### src/rtl/speck_mmo_hash.sv
// -----------------------------------------------------------------------------
// speck_mmo_hash
//
// Iterative Speck-2N/2N block cipher (two-word key schedule) wrapped in
// Matyas-Meyer-Oseas chaining:  H_i = E_{H_(i-1)}(M_i) XOR M_i.
// One cipher round and one key-schedule step are evaluated per clock. The
// chaining value H carries across blocks until a block flagged "last"
// completes. The digest is then presented on a valid/ready output and H is
// reloaded with IV.
//
// Ports
//   clk        rising-edge clock
//   reset      synchronous, active-low reset
//   clear      reload H with IV (IDLE only; loses to a simultaneous in_valid)
//   in_valid   message block valid
//   in_ready   core can accept a block (high in IDLE)
//   in_block   message block, [2N-1:N] = x word, [N-1:0] = y word
//   in_last    block is the final block of the message
//   out_valid  digest valid (high in DONE)
//   out_ready  consumer accepts the digest
//   digest     final chaining value of the message
//   busy       high while a block is being processed or a digest is pending
// -----------------------------------------------------------------------------
module speck_mmo_hash #(
    parameter int              N      = 64,
    parameter int              ALPHA  = 8,
    parameter int              BETA   = 3,
    parameter int              ROUNDS = 32,
    parameter logic [2*N-1:0]  IV     = '0
) (
    input  logic           clk,
    input  logic           reset,
    input  logic           clear,
    input  logic           in_valid,
    output logic           in_ready,
    input  logic [2*N-1:0] in_block,
    input  logic           in_last,
    output logic           out_valid,
    input  logic           out_ready,
    output logic [2*N-1:0] digest,
    output logic           busy
);

    // Round counter must be able to hold ROUNDS-1 (and ROUNDS after the final
    // increment, which is never used).
    localparam int RW = $clog2(ROUNDS) + 1;

    typedef enum logic [1:0] {
        S_IDLE = 2'd0,
        S_RUN  = 2'd1,
        S_DONE = 2'd2
    } state_t;

    state_t state_q, state_d;

    logic [N-1:0]   x_q, x_d;
    logic [N-1:0]   y_q, y_d;
    logic [N-1:0]   k_q, k_d;
    logic [N-1:0]   l_q, l_d;
    logic [2*N-1:0] msg_q, msg_d;
    logic           last_q, last_d;
    logic [RW-1:0]  rcnt_q, rcnt_d;
    logic [2*N-1:0] h_q, h_d;
    logic [2*N-1:0] digest_q, digest_d;

    // -------------------------------------------------------------------------
    // Rotations over N bits
    // -------------------------------------------------------------------------
    function automatic logic [N-1:0] ror(input logic [N-1:0] v, input int s);
        int sm;
        sm = s % N;
        if (sm == 0) begin
            return v;
        end
        return (v >> sm) | (v << (N - sm));
    endfunction

    function automatic logic [N-1:0] rol(input logic [N-1:0] v, input int s);
        int sm;
        sm = s % N;
        if (sm == 0) begin
            return v;
        end
        return (v << sm) | (v >> (N - sm));
    endfunction

    // -------------------------------------------------------------------------
    // One Speck round plus the matching key-schedule step
    // -------------------------------------------------------------------------
    logic [N-1:0]   x_nxt;
    logic [N-1:0]   y_nxt;
    logic [N-1:0]   l_nxt;
    logic [N-1:0]   k_nxt;
    logic [N-1:0]   rnd_idx;
    logic           last_round;
    logic [2*N-1:0] mmo_out;

    // Round index zero-extended to the word width for the key schedule.
    assign rnd_idx    = N'(rcnt_q);
    assign last_round = (rcnt_q == RW'(ROUNDS - 1));

    // The round consumes k_i; the schedule produces k_(i+1) from the same k_i.
    assign x_nxt   = (ror(x_q, ALPHA) + y_q) ^ k_q;
    assign y_nxt   = rol(y_q, BETA) ^ x_nxt;
    assign l_nxt   = (k_q + ror(l_q, ALPHA)) ^ rnd_idx;
    assign k_nxt   = rol(k_q, BETA) ^ l_nxt;

    // Feed-forward of the message block closes the MMO construction.
    assign mmo_out = {x_nxt, y_nxt} ^ msg_q;

    // -------------------------------------------------------------------------
    // FSM: state register
    // -------------------------------------------------------------------------
    always_ff @(posedge clk) begin
        if (!reset) begin
            state_q <= S_IDLE;
        end else begin
            state_q <= state_d;
        end
    end

    // -------------------------------------------------------------------------
    // FSM: next-state logic
    // -------------------------------------------------------------------------
    always_comb begin
        state_d = state_q;
        unique case (state_q)
            S_IDLE: begin
                if (in_valid) begin
                    state_d = S_RUN;
                end
            end
            S_RUN: begin
                if (last_round) begin
                    state_d = last_q ? S_DONE : S_IDLE;
                end
            end
            S_DONE: begin
                if (out_ready) begin
                    state_d = S_IDLE;
                end
            end
            default: state_d = S_IDLE;
        endcase
    end

    // -------------------------------------------------------------------------
    // FSM: outputs
    // -------------------------------------------------------------------------
    always_comb begin
        in_ready  = 1'b0;
        out_valid = 1'b0;
        busy      = 1'b0;
        unique case (state_q)
            S_IDLE: in_ready = 1'b1;
            S_RUN:  busy     = 1'b1;
            S_DONE: begin
                out_valid = 1'b1;
                busy      = 1'b1;
            end
            default: in_ready = 1'b0;
        endcase
    end

    assign digest = digest_q;

    // -------------------------------------------------------------------------
    // Datapath next-state
    // -------------------------------------------------------------------------
    always_comb begin
        x_d      = x_q;
        y_d      = y_q;
        k_d      = k_q;
        l_d      = l_q;
        msg_d    = msg_q;
        last_d   = last_q;
        rcnt_d   = rcnt_q;
        h_d      = h_q;
        digest_d = digest_q;

        unique case (state_q)
            S_IDLE: begin
                if (in_valid) begin
                    // Block acceptance wins over a simultaneous clear.
                    x_d    = in_block[2*N-1:N];
                    y_d    = in_block[N-1:0];
                    msg_d  = in_block;
                    last_d = in_last;
                    k_d    = h_q[N-1:0];
                    l_d    = h_q[2*N-1:N];
                    rcnt_d = '0;
                end else if (clear) begin
                    h_d = IV;
                end
            end
            S_RUN: begin
                x_d    = x_nxt;
                y_d    = y_nxt;
                k_d    = k_nxt;
                l_d    = l_nxt;
                rcnt_d = rcnt_q + RW'(1);
                if (last_round) begin
                    h_d = mmo_out;
                    if (last_q) begin
                        digest_d = mmo_out;
                    end
                end
            end
            S_DONE: begin
                // Digest handed off: start the next message from IV.
                if (out_ready) begin
                    h_d = IV;
                end
            end
            default: begin
                h_d = h_q;
            end
        endcase
    end

    // -------------------------------------------------------------------------
    // Datapath registers. Only the chaining value, round counter and digest
    // have defined reset values; the working words are always loaded on
    // acceptance before they are used.
    // -------------------------------------------------------------------------
    always_ff @(posedge clk) begin
        if (!reset) begin
            rcnt_q   <= '0;
            h_q      <= IV;
            digest_q <= '0;
        end else begin
            rcnt_q   <= rcnt_d;
            h_q      <= h_d;
            digest_q <= digest_d;
        end
    end

    always_ff @(posedge clk) begin
        x_q    <= x_d;
        y_q    <= y_d;
        k_q    <= k_d;
        l_q    <= l_d;
        msg_q  <= msg_d;
        last_q <= last_d;
    end

endmodule

### config.mk
export PLATFORM = sky130hd
export DESIGN_NAME = speck_mmo_hash
export DESIGN_NICKNAME = d
export VERILOG_FILES = /design/src/rtl/speck_mmo_hash.sv
export SDC_FILE = /design/constraint.sdc
export NUM_CORES = 1
export LEC_CHECK = 0
export ABC_AREA = 1
export CAP_MARGIN = 5
export CORE_AREA = 8 8 437 268
export DETAILED_ROUTE_END_ITERATION = 10
export DIE_AREA = 0 0 445 276
export DONT_BUFFER_PORTS = 1
export GPL_TIMING_DRIVEN = 0
export SYNTH_ARGS = -nofsm -noshare
export SYNTH_HDL_FRONTEND = slang
export SYNTH_SLANG_ARGS = --single-unit
### constraint.sdc
create_clock -name clk -period 21.9 [get_ports clk]
set_clock_uncertainty 0.15 [all_clocks]
set_input_delay 2.19 -clock clk [delete_from_list [all_inputs] [get_ports clk]]
set_output_delay 2.19 -clock clk [all_outputs]
set_load 0.01 [all_outputs]
* Yosys cells after proc, flatten, opt, wreduce, memory -nomap -nowiden
Cells that the tools add are included.
** Cells by class
- Reduce and logical (&&, ||, !) cells :: 9
- Bitwise gates (word level) :: 9
- Multiplexer cells :: 23
- Eq/ne operators :: 8
- Add/sub/neg operators :: 3
** Operators by type and width (count)
- 128-bit two-way mux :: 4
- 64-bit case mux with 2 select lines :: 4
- 128-bit case mux with 3 select lines :: 1
- 64-bit two-way mux :: 4
- 64-bit XOR :: 3
- 64-bit adder :: 2
- 56-bit by 64-bit bitwise OR with 64-bit output :: 2
- 64-bit by 3-bit bitwise OR with 64-bit output :: 2
- 128-bit XOR :: 1
- 64-bit by 6-bit XOR with 64-bit output :: 1
- 6-bit case mux with 2 select lines :: 1
- 2-bit != test (second input constant) :: 5
- 2-bit two-way mux :: 4
- 6-bit by 1-bit adder with 6-bit output (second input constant) :: 1
- 6-bit by 5-bit equality test with 1-bit output (second input constant) :: 1
- 6-bit two-way mux :: 1
- 2-bit case mux with 3 select lines :: 1
- 3-bit AND reduction :: 2
- 5-bit AND reduction :: 1
- 2-bit AND reduction :: 2
- 1-bit two-way mux :: 3
- 3-bit nonzero test :: 1
- 2-bit by 1-bit equality test with 1-bit output (second input constant) :: 1
- 2-bit equality test (second input constant) :: 1
- 3 further kinds :: 3
** Storage, ports and cells
- Output and inout bits :: 131
- Word-level logic and storage cells :: 62
- Flip-flop bits (word level) :: 649

* Longest topological paths before layout
- Depth in word-level cells :: 7
- Gate-level depth with buffers :: 21
- Gate-level depth less buffers :: 21

* Worst setup path before layout
Ideal clock, no wire load.
- Path type :: input to register
- Start point :: in in_valid
- End point :: reg rcnt_q[5]
- Required time :: 21.632 ns
- Path buffers :: 0
- Data arrival time :: 11.029 ns
- Cell stages on the path :: 8
- Setup time :: 0.118 ns
- Path slack :: 10.602 ns
- Cells stage by stage :: nand2_1 > inv_1 > a21oi_1 > inv_1 > nand3_1 > nor2_1 > xnor2_1 > nor2_1
** On the way
- Cells in the longest elaborated chain, start to end :: 2
** RTL lines
- start: declaration :: RTL line 34 : input logic in_valid,
- 2-bit != test (no line)
- 2-bit AND reduction (no line)
- end signal: assignment :: RTL line 232 : rcnt_q <= rcnt_d;
- end: declaration :: RTL line 62 : logic [RW-1:0] rcnt_q, rcnt_d;
No other way between the ends.
A chain may end at the register's enable or synchronous reset.

* Worst setup path in the final report
- Start point :: reg state_q[1]
- End point :: reg y_q[14], data pin
** On the way
- Cells in the longest elaborated chain, start to end :: 2
- Elaborated cells on any way between the ends :: 3
- Those cells by class :: eq/ne (1); mux (1); reduce/logical (1)
** RTL lines
- start: declaration :: RTL line 54 : state_t state_q, state_d;
- start signal: assignment :: RTL line 118 : state_q <= state_d;
- 2-bit by 1-bit equality test with 1-bit output or 2-bit zero test (tied branches) :: RTL line 181 : unique case (state_q)
- 64-bit case mux with 2 select lines * :: RTL line 181
- via y_d[14] :: RTL line 57 : logic [N-1:0] y_q, y_d;
- end signal: assignment :: RTL line 240 : y_q <= y_d;
- end: declaration :: RTL line 57
Mark *: on every way through the listed nets, which the timed path passes. The rest lies on a longest branch.

==> impl_metrics.toml <==
[run_status]
status = "complete, but fails checks"
violations = "max-capacitance violations, max-slew violations"

[power]
switching_share_pct = 53.0
ir_worst_vdd_v = 0.0000658
p_comb_share_pct = 56.4
total_power_w = 0.00718
clkPwrFrac_pct = 17.2
internal-power_w = 0.00337
p_switching_w = 0.00381
seqPwrFrac_pct = 26.5
pwr_density_cell_nw_per_um2 = 168
p_leak_nw = 19.2

[detailed_routing]
post_drt_wl_per_cell_um = 26.6
vias = 36300
vias_per_cell = 5.41
drcViolationCount = 0
drt.antenna.violating_nets = 0
drt-total-wl_mm = 179
dr.pass1.iters = 7
drt_iter0_drc = 5314

[global_routing]
grtUsageTotal_pct = 27.8
grt_overflow = 0
grt_pass1_vias = 32800
grt_max_degree = 100
antenna_found_initial = 5
grt_pass1_wl_mm = 247

[yosys]
synth_edf_count = 385
syn_avg_cell_area_um2 = 7.59
syn_inst = 5070
yosys-top-cells-area = "edfxtp_1, nand2_1, dfxtp_1"
yosysTopAreaCellShare_pct = 30.1
yosysWarnings = 0
netlist-cell-type-count = 58
syn-cell-area_um2 = 38500
ys_async_sr_fraction_pct = 0
ys.flop_type = "edfxtp_1"
ys_ff_latch = 649
ys_seq_area_share_pct = 43.8
synth_area_leader_cell = "edfxtp_1"
synth_nets = 5337

[cts]
clk_pin_slew_ps = 60
post-cts-setup-buffers = 0
cts_root_buf = "clkbuf_16"
clockBufferDepth = 3
htreeDepth = 3
cts_tree = "built"
insertion_delay_ps = 680
clock_sinks = 649
holdBufCountCts = 0
cts_resized = 0
numCtsBuffers = 71

[final_layout]
multi_input_area_um2 = 18500
final_common_cell = "nand2_1"
fill_cells = 11800
final_layout_size_suffix_gt1_share_pct = 5.26
regArea_um2 = 16800
final_core_util_pct = 38.6
layout.nets = 5415
layout_common_cells = "nand2_1, inv_1, edfxtp_1"
synthToLayoutAreaGrowth_pct = 11.3

[timing]
fmax_ghz = 0.219
relSlewSlack_pct = -0.987
tightest_slew_ps = 1510
slew_viol_final = 11
finalHoldWorstSlack_ps = 316
hold_viol = 0
setup_viol = 0
period_share_pct = 20.9
rsz0062_at_grt = "false"
tns_ps = 0
fin_crit_ps = 4570

[worst_setup_path]
r2r_slack_ps = 17330
r2r-start = "state_q[1]"
crit_required_ps = 22180
cp-start-kind = "flop"
reg2reg_to = "y_q[14]"
setup.worst_path.end = "y_q[14]"
crit_fanout = 10
r2r_cells = 8
crit_type = "reg -> reg"
worstSetupStartpoint = "state_q[1]"
worst_setup_path_end_kind = "flop"
crit_arrival_ps = 4850

[place]
gp_congestion = 0.993
io_buffers = 0
hpwl_mm = 147

[job]
max_cap_viol_count = 1

[floorplanning]
start_util_pct = 34.7
pin_count = 265
rows = 95
dieArea_um2 = 123000
die_h_um = 276
fp.dieW_um = 445
core_um2 = 111000

[min_path]
hp-class = "reg -> reg"
[worst min-delay path by stage]
stage               startpoint  endpoint  slack [ps]  cells past startpoint
finish                 h_q[95]   h_q[95]         320                      2
global route           h_q[94]   h_q[94]         340                      2
floorplan              h_q[10]   h_q[10]         290                      2
detailed placement     h_q[95]   h_q[95]         310                      2
CTS                    h_q[95]   h_q[95]         310                      2
global placement       h_q[90]   h_q[90]         300                      2
[power groups by stage]
stage               logic (W)  clock network, W  registers (W)
floorplan             0.00245                 0        0.00178
detailed placement    0.00388                 0        0.00191
global route          0.00431           0.00129        0.00191
finish                0.00405           0.00123        0.00190
global placement      0.00385                 0        0.00196
CTS                   0.00390           0.00124        0.00189
[metrics by stage]
step / setup WS [ps] / cell area, um^2 / std cells
6_report: 17330 / 42800 / 6711
5_1_grt: 17420 / 42800 / 6710
4_1_cts: 17560 / 42800 / 6709
3_5_place_dp: 16890 / 40500 / 6577
3_3_place_gp: 4960 / 40300 / 6573
2_1_floorplan: 10600 / 38500 / 5070
[synthesized netlist by cell type (13+ instances only)]
master    number
edfxtp_1     385
xnor2_1      104
inv_1        682
o21ai_0      350
clkbuf_1     127
nor2_2        18
dfxtp_1      264
or2_2         32
nand3_1      242
nand2_2       42
o211ai_1      26
o21a_1        27
xor2_1        99
o21bai_1     104
nor2_1       269
nor3_1        20
a21oi_1      311
nand3_2       13
nand3b_1      20
ha_1         131
nand2_1     1622
a21o_1        21
a31oi_1       41
[cell type report]
class                   count  share of cell area [%]
plain buffers             141                    1.27
repair buffers              5                   0.286
diodes                      1                 0.00585
inverters                 695                    6.13
clock inverters            39                   0.713
flip-flops and latches    649                    39.4
clock buffers              93                    4.71
multi-input cells        3585                    43.1
well taps                1503                    4.39
[state kept, by name (all words and copies together) (netlist names)]
register	count
digest	128
h_q	128
k_q	64
l_q	64
last_q	1
msg_q	128
rcnt_q	6
state_q	2
x_q	64
y_q	64
[metal layers]
| layer | wire length (um) | vias up | GRT usage (%) |
|---|---|---|---|
| met3 | 21900 | 178 | 7.40 |
| li1 | - | 16600 | - |
| met1 | 85600 | 17600 | 44.3 |
| met5 | 13 | - | 0 |
| met4 | 4390 | 2 | 6.26 |
| met2 | 66700 | 1904 | 36.3 |
[logic make-up after synthesis]
logic type               Yosys count  synth area share (%)
buffers and inverters            836                  8.19
AO/OA/AOI/OAI                    897                  13.1
flip-flops                       649                  43.8
XOR/XNOR                         216                  5.26
adder cells (fa/ha/maj)          133                  4.37
multiplexers                       4                 0.104
AND/OR/NAND/NOR                 2335                  25.2
[critical path, stage by stage, from the launching register on]
cell and delay, ps:
dfxtp_1 350, inv_1 90, ha_1 280, inv_1 400
clkbuf_1 810, clkbuf_1 950, clkbuf_1 1000, nand2_1 90
o21ai_0 210
Power figures use the tool's default switching activity.
